--- src/rtl/reaction_signal_ctrl_pkg.sv ---
// Shared encodings for the reaction-timer control slice: StateMachine states,
// player ids, event-vector bit positions and the reaction saturation point.
package reaction_signal_ctrl_pkg;

  typedef enum logic [2:0] {
    ST_IDLE     = 3'd0,
    ST_WAIT     = 3'd1,
    ST_CLR_CNT1 = 3'd2,
    ST_START    = 3'd3,
    ST_STORAGE  = 3'd4,
    ST_CLR_CNT2 = 3'd5,
    ST_AVERAGE  = 3'd6,
    ST_COMPARE  = 3'd7
  } mstate_e;

  localparam logic PLAYER_A = 1'b1;
  localparam logic PLAYER_B = 1'b0;

  localparam int SIG_ACTION   = 6;
  localparam int SIG_REACT    = 5;
  localparam int SIG_AVERAGE  = 4;
  localparam int SIG_COMPARE  = 3;
  localparam int SIG_START    = 2;
  localparam int SIG_OVERFLOW = 1;
  localparam int SIG_CLEARED  = 0;

  localparam int MAX_REACT_MS = 999;

  // x^10 + x^7 + 1 Fibonacci step; the all-zero state is unreachable from a non-zero seed.
  function automatic logic [9:0] lfsr_next(input logic [9:0] s);
    return {s[8:0], s[9] ^ s[6]};
  endfunction

endpackage

--- src/rtl/reaction_signal_ctrl_btn_debounce.sv ---
// Push-button conditioner: 2-FF synchroniser, then a level that only follows the
// input after it has differed for DEBOUNCE_MS ms ticks; press pulses on accepted rises.
module reaction_signal_ctrl_btn_debounce #(
  parameter int DEBOUNCE_MS = 10
) (
  input  logic clk,
  input  logic rst,
  input  logic ms_tick_i,
  input  logic btn_i,
  output logic level_o,
  output logic press_o
);
  localparam int CW = (DEBOUNCE_MS > 1) ? $clog2(DEBOUNCE_MS) : 1;
  localparam logic [CW-1:0] CNT_MAX = CW'(DEBOUNCE_MS - 1);

  logic [1:0]    sync_q;
  logic          level_q;
  logic          press_q;
  logic [CW-1:0] cnt_q;

  always_ff @(posedge clk) begin
    if (rst) begin
      sync_q  <= '0;
      level_q <= 1'b0;
      press_q <= 1'b0;
      cnt_q   <= '0;
    end else begin
      sync_q  <= {sync_q[0], btn_i};
      press_q <= 1'b0;
      // any bounce back to the accepted level restarts the stability window
      if (sync_q[1] == level_q) begin
        cnt_q <= '0;
      end else if (ms_tick_i) begin
        if (cnt_q == CNT_MAX) begin
          level_q <= sync_q[1];
          press_q <= sync_q[1];
          cnt_q   <= '0;
        end else begin
          cnt_q <= cnt_q + 1'b1;
        end
      end
    end
  end

  assign level_o = level_q;
  assign press_o = press_q;

endmodule

--- src/rtl/reaction_signal_ctrl.sv ---
// Event generator for the reaction-timer StateMachine: random WAIT delay, ms reaction
// counter, player selection, and one registered pulse per state visit.
module reaction_signal_ctrl
  import reaction_signal_ctrl_pkg::*;
#(
  parameter int         MS_DIV       = 12000,
  parameter int         DEBOUNCE_MS  = 10,
  parameter int         DELAY_MIN_MS = 1000,
  parameter logic [9:0] LFSR_SEED    = 10'h2A5
) (
  input  logic       clk,
  input  logic       rst,
  input  logic [2:0] machine_state,
  input  logic [2:0] test_turn_A,
  input  logic [2:0] test_turn_B,
  input  logic       btn_start,
  input  logic       btn_react,
  output logic [6:0] signals,
  output logic [9:0] react_time,
  output logic       cur_player
);
  localparam int PW = (MS_DIV > 1) ? $clog2(MS_DIV) : 1;
  localparam logic [PW-1:0] PRESC_MAX = PW'(MS_DIV - 1);
  localparam logic [9:0]    MAX_RT    = 10'(MAX_REACT_MS);

  logic [PW-1:0] presc_q, presc_d;
  logic          ms_tick;
  logic [9:0]    lfsr_q;
  mstate_e       st, prev_q;
  logic          entry;
  logic          armed_q, armed_d;
  logic [10:0]   delay_q, delay_d, delay_load;
  logic [9:0]    cnt_q, cnt_d;
  logic [6:0]    sig_q, sig_d;
  logic [9:0]    rt_q, rt_d;
  logic          cur_q, cur_d;
  logic [2:0]    turn_cur, turn_oth;
  logic [1:0]    btn_raw, press, lvl_unused;

  assign st         = mstate_e'(machine_state);
  assign entry      = (st != prev_q);
  assign ms_tick    = (presc_q == PRESC_MAX);
  assign delay_load = 11'(DELAY_MIN_MS) + {1'b0, lfsr_q};
  assign turn_cur   = cur_q ? test_turn_A : test_turn_B;
  assign turn_oth   = cur_q ? test_turn_B : test_turn_A;
  assign btn_raw    = {btn_react, btn_start};

  for (genvar i = 0; i < 2; i++) begin : g_btn
    reaction_signal_ctrl_btn_debounce #(.DEBOUNCE_MS(DEBOUNCE_MS)) u_db (
      .clk      (clk),
      .rst      (rst),
      .ms_tick_i(ms_tick),
      .btn_i    (btn_raw[i]),
      .level_o  (lvl_unused[i]),
      .press_o  (press[i])
    );
  end

  always_comb begin
    presc_d = ms_tick ? '0 : presc_q + 1'b1;
    armed_d = armed_q;
    delay_d = delay_q;
    cnt_d   = cnt_q;
    sig_d   = '0;
    rt_d    = rt_q;
    cur_d   = cur_q;
    if (entry) begin
      presc_d = '0;
      armed_d = 1'b1;
      delay_d = delay_load;
      cnt_d   = '0;
    end else begin
      if (ms_tick && st == ST_WAIT && delay_q != '0) delay_d = delay_q - 11'd1;
      if (ms_tick && st == ST_START && cnt_q != MAX_RT) cnt_d = cnt_q + 10'd1;
      if (armed_q) begin
        case (st)
          ST_IDLE: if (press[0]) begin
            sig_d[SIG_ACTION] = 1'b1;
            armed_d           = 1'b0;
          end
          // false start re-randomises the delay and stays armed
          ST_WAIT: if (press[1]) begin
            delay_d = delay_load;
          end else if (delay_q == '0) begin
            sig_d[SIG_START] = 1'b1;
            armed_d          = 1'b0;
          end
          ST_CLR_CNT1, ST_CLR_CNT2: begin
            sig_d[SIG_CLEARED] = 1'b1;
            cnt_d              = '0;
            armed_d            = 1'b0;
          end
          ST_START: if (press[1]) begin
            rt_d             = cnt_q;
            sig_d[SIG_REACT] = 1'b1;
            armed_d          = 1'b0;
          end else if (cnt_q == MAX_RT) begin
            rt_d                = MAX_RT;
            sig_d[SIG_REACT]    = 1'b1;
            sig_d[SIG_OVERFLOW] = 1'b1;
            armed_d             = 1'b0;
          end
          ST_STORAGE: begin
            if (turn_cur == 3'd7) sig_d[SIG_AVERAGE] = 1'b1;
            else                  sig_d[SIG_ACTION]  = 1'b1;
            armed_d = 1'b0;
          end
          ST_AVERAGE: begin
            if (test_turn_A == 3'd7 && test_turn_B == 3'd7) begin
              sig_d[SIG_COMPARE] = 1'b1;
            end else begin
              if (turn_oth != 3'd7) cur_d = ~cur_q;
              sig_d[SIG_ACTION] = 1'b1;
            end
            armed_d = 1'b0;
          end
          default: ;
        endcase
      end
    end
  end

  always_ff @(posedge clk) begin
    if (rst) begin
      presc_q <= '0;
      lfsr_q  <= LFSR_SEED;
      prev_q  <= ST_IDLE;
      armed_q <= 1'b1;
      delay_q <= '0;
      cnt_q   <= '0;
      sig_q   <= '0;
      rt_q    <= '0;
      cur_q   <= PLAYER_A;
    end else begin
      presc_q <= presc_d;
      lfsr_q  <= lfsr_next(lfsr_q);
      prev_q  <= st;
      armed_q <= armed_d;
      delay_q <= delay_d;
      cnt_q   <= cnt_d;
      sig_q   <= sig_d;
      rt_q    <= rt_d;
      cur_q   <= cur_d;
    end
  end

  assign signals    = sig_q;
  assign react_time = rt_q;
  assign cur_player = cur_q;

endmodule
--- config.mk ---
export PLATFORM = sky130hd
export DESIGN_NAME = reaction_signal_ctrl
export DESIGN_NICKNAME = d
export VERILOG_FILES = /design/src/rtl/reaction_signal_ctrl_pkg.sv /design/src/rtl/reaction_signal_ctrl_btn_debounce.sv /design/src/rtl/reaction_signal_ctrl.sv
export SDC_FILE = /design/constraint.sdc
export NUM_CORES = 1
export LEC_CHECK = 0
export CAP_MARGIN = 20
export CORE_ASPECT_RATIO = 1.25
export CORE_MARGIN = 2
export CORE_UTILIZATION = 63
export DETAILED_ROUTE_END_ITERATION = 6
export PLACE_DENSITY = 0.85
export SLEW_MARGIN = 30
export SYNTH_ARGS = -nofsm -noshare
export SYNTH_HDL_FRONTEND = slang
export SYNTH_SLANG_ARGS = --single-unit
export TNS_END_PERCENT = 30
--- constraint.sdc ---
create_clock -name clk -period 3.5 [get_ports clk]
set_input_delay 0.35 -clock clk [delete_from_list [all_inputs] [get_ports clk]]
set_output_delay 0.35 -clock clk [all_outputs]
set_load 0.01 [all_outputs]
### Yosys cells after proc, flatten, opt, wreduce, memory -nomap -nowiden

Index checks and enable logic that the tools add are counted.

| storage, ports and cells | value |
|---|---|
| register bits after elaboration | 83 |
| bits of input ports | 13 |
| output and inout port bits | 18 |

| operators by class | value |
|---|---|
| add/sub/neg operators | 6 |
| eq/ne operators | 18 |
| muxes and demuxes | 31 |
| bitwise logic cells | 14 |
| reductions and logical operators | 27 |

Operators by type and width:

| operator | number |
|---|---|
| 2-to-1 mux 11 bit | 5 |
| 2-to-1 mux 10 bit | 5 |
| OR reduction 4 bit | 6 |
| == test 3 bit (second input constant) | 6 |
| 2-to-1 mux 1 bit | 15 |
| adder 14 x 1 -> 14 bit (second input constant) | 1 |
| == test 14 bit (second input constant) | 1 |
| NOT 1 bit | 13 |
| adder 10 x 10 -> 11 bit (first input constant) | 1 |
| zero test 11 bit | 1 |
| nonzero test 11 bit | 1 |
| subtractor 11 x 1 -> 11 bit (second input constant) | 1 |
| adder 10 x 1 -> 10 bit (second input constant) | 1 |
| == test 10 bit (second input constant) | 1 |
| != test 10 bit (second input constant) | 1 |
| OR reduction 5 bit | 2 |
| adder 4 x 1 -> 4 bit (second input constant) | 2 |
| == test 4 bit (second input constant) | 2 |
| 2-to-1 mux 4 bit | 2 |
| OR reduction 2 bit | 4 |
| == test 3 x 2 -> 1 bit (second input constant) | 2 |
| 2-to-1 mux 3 bit | 2 |
| AND reduction 3 bit | 2 |
| OR reduction 3 bit | 2 |
| 12 further kinds | 17 |

### Logic depth before layout (Yosys ltp)

Gate-level depths: netlist of run 1.

| logic depth | value |
|---|---|
| word-level depth | 8 |
| mapped depth | 9 |
| mapped depth without buffers | 6 |

### Hierarchy

Synthesis of run 1 repeated with hierarchy kept, for this count alone.

| second synthesis, totals | value |
|---|---|
| cells, all modules | 407 |
| area, all modules | 3,716.1 sq um |

Modules (own cells, without submodules):

| module | times used | cells an instance | area an instance (sq um) | seq. area each (sq um) |
|---|---|---|---|---|
| reaction_signal_ctrl | 1 | 343 | 3,060.4 | 1,341.3 |
| reaction_signal_ctrl_btn_debounce | 2 | 32 | 327.8 | 160.2 |

### Worst setup path before layout of run 1

Ideal clock, no wire load.

| path | value |
|---|---|
| kind | flip-flop to flip-flop |
| start | register presc_q[0] |
| end | register delay_q[9] |
| setup time | 88 ps |
| arrival time | 1,825 ps |
| path slack | 1,586 ps |
| stages on the path, launching flop included | 8 |
| buffers on the path | 2 |
| path through | dfxtp_1 ha_1 and4_1 buf_4 nand4_2 buf_6 or4_4 a311oi_2 |

| between the ends | value |
|---|---|
| longest elaborated chain between the ends | 8 |

Ends and longest elaborated chain:

| item | line | source |
|---|---|---|
| from (decl) | reaction_signal_ctrl.sv:26 | `logic [PW-1:0] presc_q, presc_d;` |
| from (signal assigned) | reaction_signal_ctrl.sv:135 | `presc_q <= presc_d;` |
| == test 14 bit * | reaction_signal_ctrl.sv:42 | `assign ms_tick = (presc_q == PRESC_MAX);` |
| logical AND 1 bit * (2 in series) | reaction_signal_ctrl.sv:73 | `if (ms_tick && st == ST_WAIT && delay_q != '0) delay_d = delay_q - 11'd1;` |
| 2-to-1 mux 11 bit * | reaction_signal_ctrl.sv:73 |  |
| 2-to-1 mux 11 bit | reaction_signal_ctrl.sv:82 | `ST_WAIT: if (press[1]) begin` |
| 2-to-1 mux 11 bit | reaction_signal_ctrl.sv:76 | `case (st)` |
| 2-to-1 mux 11 bit * | reaction_signal_ctrl.sv:75 | `if (armed_q) begin` |
| 2-to-1 mux 11 bit * | reaction_signal_ctrl.sv:67 | `if (entry) begin` |
| to (signal assigned) | reaction_signal_ctrl.sv:139 | `delay_q <= delay_d;` |
| to (decl) | reaction_signal_ctrl.sv:32 | `logic [10:0] delay_q, delay_d, delay_load;` |

Mark *: on every way between the ends. The rest lies on a longest branch, timed or not.
A chain may end at the register's enable or synchronous reset.

### Worst setup path after layout of run 1

| path | value |
|---|---|
| start | input machine_state[1] |
| end | register rt_q[3] (netlist: react_time[3]) |

| between the ends | value |
|---|---|
| longest elaborated chain between the ends | 3 |

Ends and longest elaborated chain:

| item | line | source |
|---|---|---|
| from (decl) | reaction_signal_ctrl.sv:13 | `input logic [2:0] machine_state,` |
| != test 3 bit | reaction_signal_ctrl.sv:41 | `assign entry = (st != prev_q);` |
| NOT 1 bit (no line) | - |  |
| AND reduction 4 bit (no line) * | - |  |
| to (signal assigned) | reaction_signal_ctrl.sv:142 | `rt_q <= rt_d;` |
| to (decl) | reaction_signal_ctrl.sv:35 | `logic [9:0] rt_q, rt_d;` |

Marks and branches as above.

==> results.cfg, run 1 <==
[outcome]
status = complete, no violations

[synthesis]
netlist_area_um2 = 4010
netlist.area_leader.share = 0.415
synth_cell_types = 64
yosysSeqAreaShare = 0.415
ys.flop_type = dfxtp_1
syn_avg_cell_area_um2 = 9.04
ys_seq_elements = 83
netlist_top_cells_count = dfxtp_1, a21oi_1, nor3_1
synth_warnings = 0
synth_area_leaders = dfxtp_1, a21oi_1, nor2b_1
async_flop_share = 0
synth_nets = 460
synth_most_common_cell = dfxtp_1
syn_inst = 443
yosysTopAreaCell = dfxtp_1
synth_edf_count = 0

[grt]
antenna_found_initial = 0
grt_pass1_wl_mm = 14.5
grt_max_degree = 54
grt-ovfl-total = 0
grt_usage = 0.258
grt_pass1_vias = 3380

[die]
io_pins = 31
fp.coreArea_um2 = 6170
die_h_um = 93.2
fp-row-count = 32
start_util = 0.650
dieWidth_um = 75.3
fp.dieArea_um2 = 7020

[worst_setup_path]
reg2reg_slack_ps = 1260
cp_cell_sequence = clkdlybuf4s50_1, xor2_1, or4_1, o21ai_0, a21oi_1
max_stage_delay_ps = 810
cp-startpoint = machine_state[1]
r2r-end = delay_q[3]
crit_path_max_fanout = 15
critPathSlowestCell = clkdlybuf4s50_1
critPathRequiredTime_ps = 3690
reg2reg_from = presc_q[0]
crit_path_end = react_time[3]
path_class = input pin to flip-flop
reg2reg_depth = 6
end_kind = flip-flop
arrival_ps = 2580
crit_path_start_kind = input pin

[timing]
timing.final.max_slew_violations = 0
final.min_clock_period_ps = 2400
worst_pin_slew_ps = 913
fmax_mhz = 418
hold_viol = 0
whs_ps = 446
slew_headroom = 0.391
finalWorstSetupSlack_ps = 1100
setup_viol = 0
timing.setup.tns_ps = 0
rsz0062_at_grt = false
skew_ps = 8.25
period_share = 0.684

[cts]
worst_skew_pair.late_latency_ps = 350
post_cts_buffers = 0
cts_tree = yes
cts_buffer_depth = 2
root_buffer = clkbuf_8
clock-sinks = 83
holdBufCountCts = 0
clkTransAtPathRegs_ps = 80
cts-buffers-inserted = 9
ctsResizeCount = 0
htreeDepth = 3

[pwr]
vdd_drop_max_uv = 381
power_density_nw_per_um2 = 410
leakagePower_nw = 1.41

[cells_and_area]
drive_gt1_frac = 0.0753
nFillCells = 520
syn_to_final_growth_pct = 12.6
nNetsFinal = 478
multi_input_area_um2 = 2170
diodes = 0
regArea_um2 = 1660

[job]
drv_cap = 0

[place]
gp_congestion = 0.948
port_buffers = 30
dp_slack_ps = 804
hpwl_mm = 5.65

[routing]
ant_nets = 0
drt_iter0_markers = 306
vias_per_cell = 6.29
post-route-drc-count = 0
wl_mm = 8.30
dr.pass1.iters = 7
routedWlPerCell_um = 15.1
num_vias = 3461

[worst_hold_path]
worstHoldPathType = flip-flop to flip-flop
-- metrics by stage --
stage | power [mW] | instances | util | instance area (um2)
floorplan | 1.15 | 443 | - | 4010
global placement | 1.19 | 535 | 0.698 | 4300
detailed placement | 1.19 | 535 | 0.698 | 4300
CTS | 1.86 | 550 | 0.729 | 4500
global route | 1.93 | 550 | 0.732 | 4510
finish | 1.85 | 550 | 0.732 | 4510
-- critical path: cells and delay by family --
family,cells,cell delay [ps]
xor gates and xnor gates,1,330
and+or+nand+nor,1,780
AOI/OAI and AO/OA,2,320
buffers and inverters,1,810
-- flip-flops by register name, summed over array words and instances (netlist names) --
register,cells
cnt_q,10
signals,7
g_btn.u_db.press_o,2
delay_q,11
armed_q,1
react_time,10
lfsr_q,10
g_btn.u_db.level_o,2
cur_player,1
prev_q,3
g_btn.u_db.sync_q,4
presc_q,14
g_btn.u_db.cnt_q,8
-- area by class of cell --
| type | count | share of cell area |
|---|---|---|
| multi-input combinational | 318 | 0.482 |
| inverter | 16 | 0.0133 |
| clock inverter | 4 | 0.0114 |
| sequential | 83 | 0.368 |
| clock buffer | 11 | 0.0313 |
| tap | 85 | 0.0236 |
| timing repair buffer | 33 | 0.0705 |
-- cell families (layout without fill, tap and decap cells) --
group,Yosys count,after routing,share of synthesized area
AO/OA/AOI/OAI,103,103,0.187
XOR/XNOR,22,22,0.0481
adder cells (fa/ha/maj),4,4,0.0125
buffers and inverters,42,64,0.0468
flip-flops,83,83,0.415
multiplexers,3,3,0.00750
AND/OR/NAND/NOR,186,186,0.283
-- layout by cell type (no fill, tap or decap), drive strengths merged, types with 5 or more instances in the layout --
cell / n
xnor2: 9
inv: 15
a21oi: 29
or4: 15
o31ai: 17
or2: 7
nand4: 10
clkbuf: 11
dfxtp: 83
or3: 10
nor2: 23
nand2: 15
o311ai: 7
clkdlybuf4s50: 29
a31oi: 5
nor2b: 21
nand2b: 6
o21ai: 10
nor3: 24
nand3: 17
xor2: 13
nor4: 11
a311oi: 5
-- worst min-delay path by stage --
stage                         endpoint  slack, ps  cells after the start               startpoint
2_1_floorplan  g_btn[0].u_db.sync_q[1]        410                      1  g_btn[0].u_db.sync_q[0]
4_1_cts        g_btn[1].u_db.sync_q[1]        450                      1  g_btn[1].u_db.sync_q[0]
6_report       g_btn[1].u_db.sync_q[1]        450                      1  g_btn[1].u_db.sync_q[0]
3_3_place_gp   g_btn[1].u_db.sync_q[1]        420                      1  g_btn[1].u_db.sync_q[0]
5_1_grt        g_btn[1].u_db.sync_q[1]        460                      1  g_btn[1].u_db.sync_q[0]
3_5_place_dp   g_btn[1].u_db.sync_q[1]        430                      1  g_btn[1].u_db.sync_q[0]
-- report_power, final --
group | switching [mW] | internal [mW]
sequential | 0.0277 | 0.971
clock | 0.328 | 0.346
combinational | 0.102 | 0.0746
-- routing by layer --
layer  wire [um]  track usage  vias up  part of all wire
met1        3710        0.325     1649              0.45
met5           0            0        -                 0
met4         119       0.0950        0             0.014
met2        4100        0.422      104              0.49
met3         374       0.0625       11             0.045
li1            -            -     1697                 -
(Power assumes the default switching activity.)
==> run 2: changes to the inputs <==
Settings changed: CORE_UTILIZATION 63 to 52, PLACE_DENSITY 0.85 to 0.75.
Clock period 3.5 ns to 2.1 ns, I/O delays scaled along.
==> run 2 against run 1 <==
Net effect:
- worst setup slack worse by 1000 ps
- non-clock buffer count rose by 39
- clock-buffer cell count did not move
- sequential power rose by 67%
- flip-flop and latch count did not move
- die area up 20%
- cell count up 8.5%
- critical path type is now flip-flop to flip-flop
- largest cell class unchanged
- highest routed layer unchanged
==> results.cfg, run 2 (synthesized netlist as in run 1, its figures left out) <==
[cells_and_area]
drive_gt1_frac = 0.156
largest_reg_flops = 14
regArea_um2 = 1660
nFillCells = 636
final-instance-count-excl-fill = 597
multi_input_area_um2 = 2180
final_cell_mix = dfxtp_1, buf_4, a21oi_1, clkdlybuf4s50_1
nNetsFinal = 517
final_common_cell = dfxtp_1
diodes = 0
registers.top_by_ff_count = presc_q
final_util = 0.659
syn_to_final_growth_pct = 22.4
reg.largest.list = presc_q: 14 flops, delay_q: 11 flops

[outcome]
status = complete, no violations

[grt]
grt_usage = 0.235
antenna_found_initial = 0
grt_pass1_wl_mm = 15.5
grt_max_degree = 48
grt-ovfl-total = 0
grt_pass1_vias = 3297

[place]
port_buffers = 30
hpwl_mm = 6.44
gp_congestion = 0.897
dp_slack_ps = -165
dpl.cell_count = 581

[die]
fp.dieArea_um2 = 8430
io_pins = 31
dieWidth_um = 82.5
die_h_um = 102
fp-row-count = 35
start_util = 0.538
fp.coreArea_um2 = 7440

[cts]
cts_tree = yes
htreeDepth = 3
root_buffer = clkbuf_8
cts-buffers-inserted = 9
clock-sinks = 83
clkTransAtPathRegs_ps = 80
worst_skew_pair.late_latency_ps = 360
cts_buffer_depth = 2
holdBufCountCts = 0
post_cts_buffers = 0

[timing]
slew_headroom = 0.504
timing.final.max_slew_violations = 0
period_share = 0.952
fmax_mhz = 500
timing.setup.tns_ps = 0
finalWorstSetupSlack_ps = 100
worst_pin_slew_ps = 743
hold_viol = 0
final.min_clock_period_ps = 2000
setup_viol = 0
skew_ps = 7.68

[worst_setup_path]
path_class = flip-flop to flip-flop
crit_path_start_kind = flip-flop
critPathSlowestCell = or4_1
end_kind = flip-flop
arrival_ps = 2290
critical-path-top-delay-family = simple AND/OR/NAND/NOR gates
critPathRequiredTime_ps = 2390
crit_path_max_fanout = 18
path_buf_inv = 1
cp_cell_sequence = ha_2, and4_2, nand4_4, buf_6, or4_1, a21oi_1
max_stage_delay_ps = 510

[routing]
top_layer = met4
wl_met2_mm = 4.52
wl_met1_mm = 4.20
ant_nets = 0
routedWlPerCell_um = 15.3
wl_met3_um = 243
num_vias = 3502
drt_iter0_markers = 271
post-route-drc-count = 0
vias_per_cell = 5.87
dr.pass1.iters = 4
wl_mm = 9.12

[pwr]
leakagePower_nw = 1.64
p_comb_frac = 0.104
p_switching_mw = 0.809
intPower_mw = 2.60
total_power_mw = 3.41
power_density_nw_per_um2 = 696
power_frac_clock = 0.407
seqPwrFrac = 0.489
swShare = 0.237
vdd_drop_max_uv = 470

[job]
drv_cap = 0

[worst_hold_path]
worstHoldPathType = input pin to flip-flop
## run 2: final timing paths
kind | start | end | slack (ps) | cells past startpoint
min reg2reg | g_btn[1].u_db.sync_q[0] | g_btn[1].u_db.sync_q[1] | 440 | 1
max | presc_q[1] | cnt_q[6] | 100 | 6
max reg2reg | presc_q[1] | cnt_q[6] | 100 | 6
min | rst | prev_q[1] | 180 | 2
## run 2: timing repair
action / 4_1_cts / 5_1_grt
gates resized for setup: 1 / 8
endpoints found under the setup margin: 7 / 16
cloned: 0 / 0
## run 2: power by group through the flow
stage	clock network, mW	registers (mW)	logic, mW
after floorplan	0	1.69	0.224
after CTS	1.41	1.67	0.345
final	1.39	1.67	0.356
after global routing	1.47	1.68	0.391
after global placement	0	1.70	0.333
after detailed placement	0	1.70	0.342
## run 2: final cells by class
type | instances | share of cell area
inverters | 16 | 0.0122
multi-input cells | 318 | 0.445
well taps | 92 | 0.0235
clock inverters | 5 | 0.0204
flip-flops and latches | 83 | 0.339
repair buffers | 72 | 0.131
clock buffers | 11 | 0.0288
## run 2: stage by stage
step	instance area (um2)	hold WS, ps
after floorplan	4010	338
after global placement	4630	419
after detailed placement	4630	423
after CTS	4880	170
final	4900	177
after global routing	4900	172
## run 2: routing by layer
| metal | vias to the layer above | GRT usage |
|---|---|---|
| li1 | 1787 | - |
| met1 | 1645 | 0.301 |
| met2 | 58 | 0.396 |
| met3 | 12 | 0.0362 |
| met4 | 0 | 0.0845 |
| met5 | - | 0 |
==> run 3: changes to the inputs <==
Settings changed: SKIP_LAST_GASP set to 1, SLEW_MARGIN 30 to not set.
==> run 3 against run 2 <==
Net effect:
- sequential share of layout area rose by 0.052 points
- non-clock buffer count did not move
- largest cell class unchanged
- clock skew barely moved
- highest routed layer unchanged
- critical path depth did not move
- first-iteration DRC count fell by 0.37%
- combinational power barely moved
==> results.cfg, run 3 (synthesized netlist as in run 1, its figures left out) <==
[cells_and_area]
final_util = 0.658
multi_input_area_um2 = 2180
final-instance-count-excl-fill = 597
drive_gt1_frac = 0.154
reg.largest.list = presc_q: 14 flops, delay_q: 11 flops
finalInstanceArea_um2 = 4900
diodes = 0
regArea_um2 = 1660
final_cell_mix = dfxtp_1, buf_4, a21oi_1, clkdlybuf4s50_1
nNetsFinal = 517
largest_reg_flops = 14
syn_to_final_growth_pct = 22.2
registers.top_by_ff_count = presc_q
nFillCells = 637
final_common_cell = dfxtp_1

[worst_setup_path]
r2r-end = delay_q[7]
reg2reg_slack_ps = 20
crit_path_max_fanout = 7
crit_path_start_kind = flip-flop
path_class = flip-flop to flip-flop
reg2reg_from = delay_q[0]
end_kind = flip-flop
arrival_ps = 2360
reg2reg_depth = 6
critPathRequiredTime_ps = 2390

[pwr]
p_switching_mw = 0.805
power_density_nw_per_um2 = 696
leakagePower_nw = 1.63
power_frac_clock = 0.407
swShare = 0.236
vdd_drop_max_uv = 470
intPower_mw = 2.60
total_power_mw = 3.41
seqPwrFrac = 0.489
p_comb_frac = 0.104

[grt]
grt-ovfl-total = 0
grt_usage = 0.235
grt_use_met1 = 0.301
met2_usage = 0.396
gr-usage-met3 = 0.0362
grt_pass1_vias = 3297
antenna_found_initial = 0
grt_max_degree = 48
busiest_layer = met2
grt_pass1_wl_mm = 15.5

[routing]
ant_nets = 0
post-route-drc-count = 0
drt_iter0_markers = 270
wl_mm = 9.13
num_vias = 3531
vias_per_cell = 5.91
routedWlPerCell_um = 15.3
dr.pass1.iters = 4

[die]
fp.dieArea_um2 = 8430
fp-row-count = 35
start_util = 0.538
die_h_um = 102
fp.coreArea_um2 = 7440
io_pins = 31
dieWidth_um = 82.5

[cts]
clock-sinks = 83
cts_tree = yes
htreeDepth = 3
cts-buffers-inserted = 9
holdBufCountCts = 0
clkTransAtPathRegs_ps = 80
root_buffer = clkbuf_8
cts_buffer_depth = 2
worst_skew_pair.late_latency_ps = 360

[timing]
period_share = 0.989
hold_viol = 0
fmax_mhz = 482
timing.final.max_slew_violations = 0
whs_ps = 179
slew_headroom = 0.500
setup_viol = 0
skew_ps = 7.38
worst_pin_slew_ps = 748
final.min_clock_period_ps = 2080
rsz0062_at_grt = true

[place]
gp_congestion = 0.897
dpl.cell_count = 581
hpwl_mm = 6.44
placed_area_um2 = 4630
port_buffers = 30

[worst_hold_path]
worstHoldPathType = input pin to flip-flop
holdPathEnd = prev_q[1]
min_path_cells = 2
hp-start = rst

[outcome]
status = complete, no violations

[job]
drv_cap = 0
## run 3: cell types whose count changed in the layout (fill, tap and decap cells not counted)
cell	delta
or4b_1	+1
buf_4	+1
buf_6	-1
or4b_4	-1
## run 3: metal layers
metal,share of wire,routed length [um]
met3,0.031,283
met4,0.017,157
met2,0.50,4530
met1,0.46,4160
met5,0,0
## run 3: worst max path at each step
stage	to	slack (ps)	depth (start not counted)	startpoint
after detailed placement	delay_q[6]	-170	6	machine_state[2]
after CTS	cnt_q[7]	50	6	presc_q[1]
after floorplan	delay_q[9]	190	7	presc_q[0]
final	delay_q[7]	20	6	delay_q[0]
after global routing	delay_q[6]	-30	6	delay_q[0]
after global placement	delay_q[6]	-80	6	machine_state[2]
## run 3: power groups by stage
stage	clock network [mW]	logic, mW	registers, mW
2_1_floorplan	0	0.224	1.69
3_3_place_gp	0	0.333	1.70
3_5_place_dp	0	0.342	1.70
4_1_cts	1.41	0.345	1.67
5_1_grt	1.47	0.389	1.67
6_report	1.39	0.354	1.67
## run 3: area by class of cell
| type | count | share of cell area |
|---|---|---|
| Clock buffer | 11 | 0.0289 |
| Sequential cell | 83 | 0.339 |
| Multi-Input combinational cell | 318 | 0.445 |
| Inverter | 16 | 0.0123 |
| Clock inverter | 5 | 0.0204 |
| Tap cell | 92 | 0.0235 |
| Timing Repair Buffer | 72 | 0.131 |
## run 3: repair_timing
action	CTS	global route
buffers inserted	0	0
resized for setup	1	6
setup endpoints to repair	7	16
## run 3: critical path, cell delays in order (launching register included)
cell and delay (ps):
dfxtp_1 330, inv_1 70, ha_1 210, or4b_1 610, o311a_1 410, a31o_1 230, a31oi_1 150
## run 3: metrics by stage
stage / worst slack, ps / TNS [ps]
2_1_floorplan: 186 / 0
3_3_place_gp: -76.8 / -290
3_5_place_dp: -165 / -1090
4_1_cts: 45.3 / 0
5_1_grt: -34.8 / -129
6_report: 23.6 / 0
